### src/rtl/lap_recall_ctrl.sv
// lap_recall_ctrl: sequencing controller for the stopwatch datapath.
//   Drives the timer enable and the display-counter clear, captures split
//   (lap) times into a DEPTH-entry buffer, and picks what the display shows:
//   live time, a frozen lap for HOLD_TICKS ticks, or a blinking recall view.
// Ports:
//   clk, rst            clock, asynchronous active-low reset
//   start_i/stop_i/split_i  debounced single-cycle command pulses
//   tick_i              250 ms display-rate enable
//   time_i              live packed BCD time from the display counter
//   run_o               timer count enable
//   clear_o             one-cycle display-counter clear
//   disp_time_o         registered time to display
//   live_o / blank_o    display tracks time_i / display blanked
//   lap_idx_o           lap shown in recall (0 otherwise)
//   lap_count_o         laps stored
//   full_o              sticky: split attempted with buffer full
module lap_recall_ctrl #(
  parameter int DEPTH      = 8,
  parameter int HOLD_TICKS = 8,
  parameter int TIME_W     = 32,
  localparam int AW        = $clog2(DEPTH),
  localparam int CW        = AW + 1,
  localparam int HW        = $clog2(HOLD_TICKS + 1)
) (
  input  logic              clk,
  input  logic              rst,
  input  logic              start_i,
  input  logic              stop_i,
  input  logic              split_i,
  input  logic              tick_i,
  input  logic [TIME_W-1:0] time_i,
  output logic              run_o,
  output logic              clear_o,
  output logic [TIME_W-1:0] disp_time_o,
  output logic              live_o,
  output logic              blank_o,
  output logic [AW-1:0]     lap_idx_o,
  output logic [CW-1:0]     lap_count_o,
  output logic              full_o
);

  typedef enum logic [2:0] {S_IDLE, S_RUN, S_HOLD, S_STOPPED, S_RECALL} state_e;

  state_e            state_q, state_d;
  logic [HW-1:0]     hold_q, hold_d;
  logic [CW-1:0]     cnt_q, cnt_d;
  logic [AW-1:0]     idx_q, idx_d;
  logic              full_q, full_d;
  logic              run_q, run_d;
  logic              clear_q, clear_d;
  logic              live_q, live_d;
  logic              blank_q, blank_d;
  logic [TIME_W-1:0] disp_q, disp_d;
  logic [TIME_W-1:0] lap_q [DEPTH];

  // Coincident pulses: stop beats start beats split; losers are dropped.
  logic stp, sta, spl;
  assign stp = stop_i;
  assign sta = start_i & ~stop_i;
  assign spl = split_i & ~start_i & ~stop_i;

  logic cap;  // split accepted in RUN/HOLD: freeze display at time_i
  logic wr;   // capture actually stored (buffer not full)

  always_comb begin
    state_d = state_q;
    hold_d  = hold_q;
    cnt_d   = cnt_q;
    idx_d   = idx_q;
    full_d  = full_q;
    clear_d = 1'b0;
    cap     = 1'b0;
    wr      = 1'b0;
    case (state_q)
      S_IDLE: if (sta) state_d = S_RUN;
      S_RUN, S_HOLD: begin
        if (stp) begin
          state_d = S_STOPPED;
        end else if (spl) begin
          cap     = 1'b1;
          state_d = S_HOLD;
          hold_d  = HW'(HOLD_TICKS);
          if (cnt_q < CW'(DEPTH)) begin
            wr    = 1'b1;
            cnt_d = cnt_q + 1'b1;
          end else begin
            full_d = 1'b1;
          end
        end else if (state_q == S_HOLD && tick_i) begin
          if (hold_q == HW'(1)) state_d = S_RUN;
          hold_d = hold_q - 1'b1;
        end
      end
      S_STOPPED: begin
        if (stp) begin
          clear_d = 1'b1;
          cnt_d   = '0;
          full_d  = 1'b0;
          state_d = S_IDLE;
        end else if (sta) begin
          state_d = S_RUN;
        end else if (spl && cnt_q != '0) begin
          state_d = S_RECALL;
          idx_d   = '0;
        end
      end
      S_RECALL: begin
        if (stp) begin
          state_d = S_STOPPED;
          idx_d   = '0;
        end else if (sta) begin
          state_d = S_RUN;
          idx_d   = '0;
        end else if (spl) begin
          // Wrap after the last stored lap, not after DEPTH-1.
          idx_d = ({1'b0, idx_q} == cnt_q - 1'b1) ? '0 : idx_q + 1'b1;
        end
      end
      default: state_d = S_IDLE;
    endcase
  end

  // Output next-state derived from the next FSM state so every output is
  // registered and moves one cycle after its cause.
  always_comb begin
    run_d   = (state_d == S_RUN) || (state_d == S_HOLD);
    live_d  = !((state_d == S_HOLD) || (state_d == S_RECALL));
    // Blink only while staying in recall; entering or leaving forces unblanked.
    blank_d = (state_q == S_RECALL && state_d == S_RECALL) ? (blank_q ^ tick_i) : 1'b0;
    case (state_d)
      S_HOLD:   disp_d = cap ? time_i : disp_q;
      S_RECALL: disp_d = lap_q[idx_d];
      default:  disp_d = time_i;
    endcase
  end

  always_ff @(posedge clk or negedge rst) begin
    if (!rst) begin
      state_q <= S_IDLE;
      hold_q  <= '0;
      cnt_q   <= '0;
      idx_q   <= '0;
      full_q  <= 1'b0;
      run_q   <= 1'b0;
      clear_q <= 1'b0;
      live_q  <= 1'b1;
      blank_q <= 1'b0;
      disp_q  <= '0;
    end else begin
      state_q <= state_d;
      hold_q  <= hold_d;
      cnt_q   <= cnt_d;
      idx_q   <= idx_d;
      full_q  <= full_d;
      run_q   <= run_d;
      clear_q <= clear_d;
      live_q  <= live_d;
      blank_q <= blank_d;
      disp_q  <= disp_d;
    end
  end

  // Lap storage needs no reset; lap_count gates which entries are valid.
  always_ff @(posedge clk) begin
    if (wr) lap_q[cnt_q[AW-1:0]] <= time_i;
  end

  assign run_o       = run_q;
  assign clear_o     = clear_q;
  assign disp_time_o = disp_q;
  assign live_o      = live_q;
  assign blank_o     = blank_q;
  assign lap_idx_o   = idx_q;
  assign lap_count_o = cnt_q;
  assign full_o      = full_q;

endmodule

### config.mk
export PLATFORM = sky130hd
export DESIGN_NAME = lap_recall_ctrl
export DESIGN_NICKNAME = d
export VERILOG_FILES = /design/src/rtl/lap_recall_ctrl.sv
export SDC_FILE = /design/constraint.sdc
export NUM_CORES = 1
export LEC_CHECK = 0
export CORE_ASPECT_RATIO = 1.1
export CORE_MARGIN = 2
export CORE_UTILIZATION = 64
export CTS_CLUSTER_DIAMETER = 30
export DETAILED_ROUTE_END_ITERATION = 10
export PLACE_DENSITY = 0.95
export SYNTH_ARGS = -nofsm -noshare
export SYNTH_HDL_FRONTEND = slang
export SYNTH_SLANG_ARGS = --single-unit
### constraint.sdc
create_clock -name clk -period 7 [get_ports clk]
set_clock_uncertainty 0.2 [all_clocks]
set_input_delay 0.7 -clock clk [delete_from_list [all_inputs] [get_ports clk]]
set_output_delay 0.7 -clock clk [all_outputs]
set_load 0.01 [all_outputs]
==> results.toml <==
[status]
outcome = "completed"

[timing]
rsz0062_at_grt = "false"
hold_viol = 0
tns_ps = 0
fmax_mhz = 222.5
final-setup-viol-count = 0
slew_headroom_pct = 20.15
drv_slew = 0
min_period_over_period_pct = 64.20
worst_slew_pin_slew_ps = 1195
period_minus_slack_ps = 4494
holdWs_ps = 129.7

[power]
p_leak_nw = 6.135
switching_share_pct = 28.49
powerDensity_nw_per_um2 = 379.0
p_seq_share_pct = 39.6
comb_power_share_pct = 21.9
p_int_mw = 4.148
vdd_ir_drop_max_mv = 0.3388
clkPwrFrac_pct = 38.5
p_switching_mw = 1.653
power_mw = 5.801

[logic_synthesis]
syn_area_sq_um = 12800
ys_top_cells_by_count = "256 x edfxtp_1, 129 x mux2i_1, 53 x nand2_1, 50 x dfrtp_1, 37 x nand3_1"
synth-edff-count = 256
synth_simple_gate_area_share_pct = 5.102
synth_top_cell_area_share_pct = 60.05
synthMostInstantiatedCell = "edfxtp_1"
synth-xor-area-share_pct = 0.8210
yosys_warnings = 0
syn_nets = 805
async_flop_share_pct = 16.61
synthAdderAreaFrac_pct = 0.5864
post_synth.cell_area_avg_sq_um = 16.82
synth.area.top_cells = "edfxtp_1 60%, mux2i_1 10%, dfrtp_1 9.8%"
muxShareOfSynthArea_pct = 12.90
synth_top_family_by_area = "multiplexers"
synth_largest_area_cell = "edfxtp_1"
ys.flop_type = "edfxtp_1"
syn_inst = 761
synth_cell_types = 50
ys_seq_area_share_pct = 70.03
ys_ff_latch = 307
synth-compound-area-share_pct = 7.809

[setup_path]
r2r_cells = 11
crit_required_ps = 7180
worstSetupStartpointType = "input pin"
crit_type = "input pin to register"
endpoint_kind = "register"
worstPathArrival_ps = 4670
rrSetupSlack_ps = 2620
r2r_start = "lap_count_o[1]"
path_max_fanout = 23
r2r_end = "disp_time_o[28]"

[final_layout]
drive_gt1_share_pct = 19.17
fin_cells = 1139
n_antenna_cell = 0
area_growth_pct = 19.56
layout.nets = 899

[clocking]
clock-sinks = 307
post_cts_buffers = 0
clockRootBuffer = "clkbuf_16"
clkTransAtPathRegs_ps = 60
clk_latency_ps = 540
cts_made_buffers = 43
htree_levels = 2
cts_tree = "done"
postCtsResizedCells = 0
clock_path_buffers = 3
cts.hold.buffers_added = 0

[routing]
first_pass_iters = 5
drt_iter0_drc = 934
wire_per_inst_um = 26.53
wl_mm = 30.22
viasPerCell = 6.653
ant_nets = 0
drcViolationCount = 0
vias = 7578

[grt]
grt_max_degree = 130
overflow = 0
grt_pass1_wl_mm = 46.17
antenna_found_initial = 0
grt_pass1_vias = 7798
grt_util_all_layers_pct = 28.80

[floorplan]
die_h_um = 152.3
dieWidth_um = 138.9
io_pins = 82
core-area_sq_um = 19730
rows = 54
initial_utilization_pct = 64.89
dieArea_sq_um = 21150

[placement]
place_inst = 1062
dp_hpwl_mm = 14.76
numPortBuffers = 81
gp_congestion = 0.9008

[min_path]
hp-class = "input pin to async pin"

[run]
cap_violations = 0
[state kept, by name, indices dropped and copies added, names as in the netlist]
signal and cells:
lap_q 256, disp_time_o 32, hold_q 4, lap_count_o 4, lap_idx_o 3, state_q 3
blank_o 1, clear_o 1, full_o 1, live_o 1, run_o 1
[power groups by stage]
stage	clock network [mW]	registers, mW	logic, mW
finish	2.23	2.30	1.27
global route	2.32	2.31	1.35
CTS	2.24	2.29	1.26
detailed placement	0	2.32	1.23
global placement	0	2.32	1.16
floorplan	0	2.32	0.764
[layer usage]
metal	GRT usage, %	routed length, um	vias up
li1	-	-	3193
met3	5.437	2518	98
met4	13.76	1175	0
met2	47.41	15310	487
met1	37.51	11220	3800
met5	0	0	-
[cells by family after synthesis]
kind of cell / after synthesis
flops: 307
simple gates: 135
mux: 161
fa+ha+maj: 6
buf+inv: 55
compound gates: 85
xor+xnor: 12
[through the flow]
step | setup slack [ps] | utilization (%) | area [sq um]
global route | 2342 | 77.58 | 15310
floorplan | 2438 | - | 12800
global placement | 2328 | 70.01 | 13810
CTS | 2584 | 77.58 | 15310
finish | 2506 | 77.58 | 15310
detailed placement | 2135 | 70.01 | 13810
[cells in the final DEF (no fill, tap or decap), types with 4 or more instances in the layout]
cell type	n
mux2_2	32
edfxtp_1	256
xnor2_1	8
nand3_1	36
clkdlybuf4s50_1	80
xor2_1	4
buf_4	12
inv_6	7
mux2i_1	129
o21ai_0	8
nand2_1	53
ha_1	6
inv_1	10
nor2_4	6
inv_8	4
dfrtp_1	50
clkinv_1	5
nor3_1	4
o221ai_2	31
o221a_1	29
clkbuf_16	45
nor2_1	11
bufinv_16	5
[worst max-delay path: stages]
cell and delay (ps):
clkdlybuf4s50_1 610, or2_2 390, nor2_1 380, nand3_2 770, buf_4 520, nand3_1 380, buf_4 450, o221a_1 340
o221ai_2 110
[worst max path at each step]
stage,endpoint,start
2_1_floorplan,lap_q[0][0],stop_i
3_3_place_gp,disp_time_o[14],stop_i
3_5_place_dp,disp_time_o[28],stop_i
4_1_cts,disp_time_o[28],stop_i
5_1_grt,disp_time_o[28],split_i
6_report,disp_time_o[28],stop_i
[final cells by class]
| type | count | area (sq um) |
|---|---|---|
| Fill cell | 1002 | 4423 |
| Multi-Input combinational cell | 399 | 3578 |
| Timing Repair Buffer | 94 | 915.9 |
| Inverter | 10 | 37.54 |
| Clock buffer | 48 | 1137 |
| Sequential cell | 307 | 8965 |
| Tap cell | 252 | 315.3 |
| Clock inverter | 29 | 356.6 |
Power figures use the tool's default switching activity.
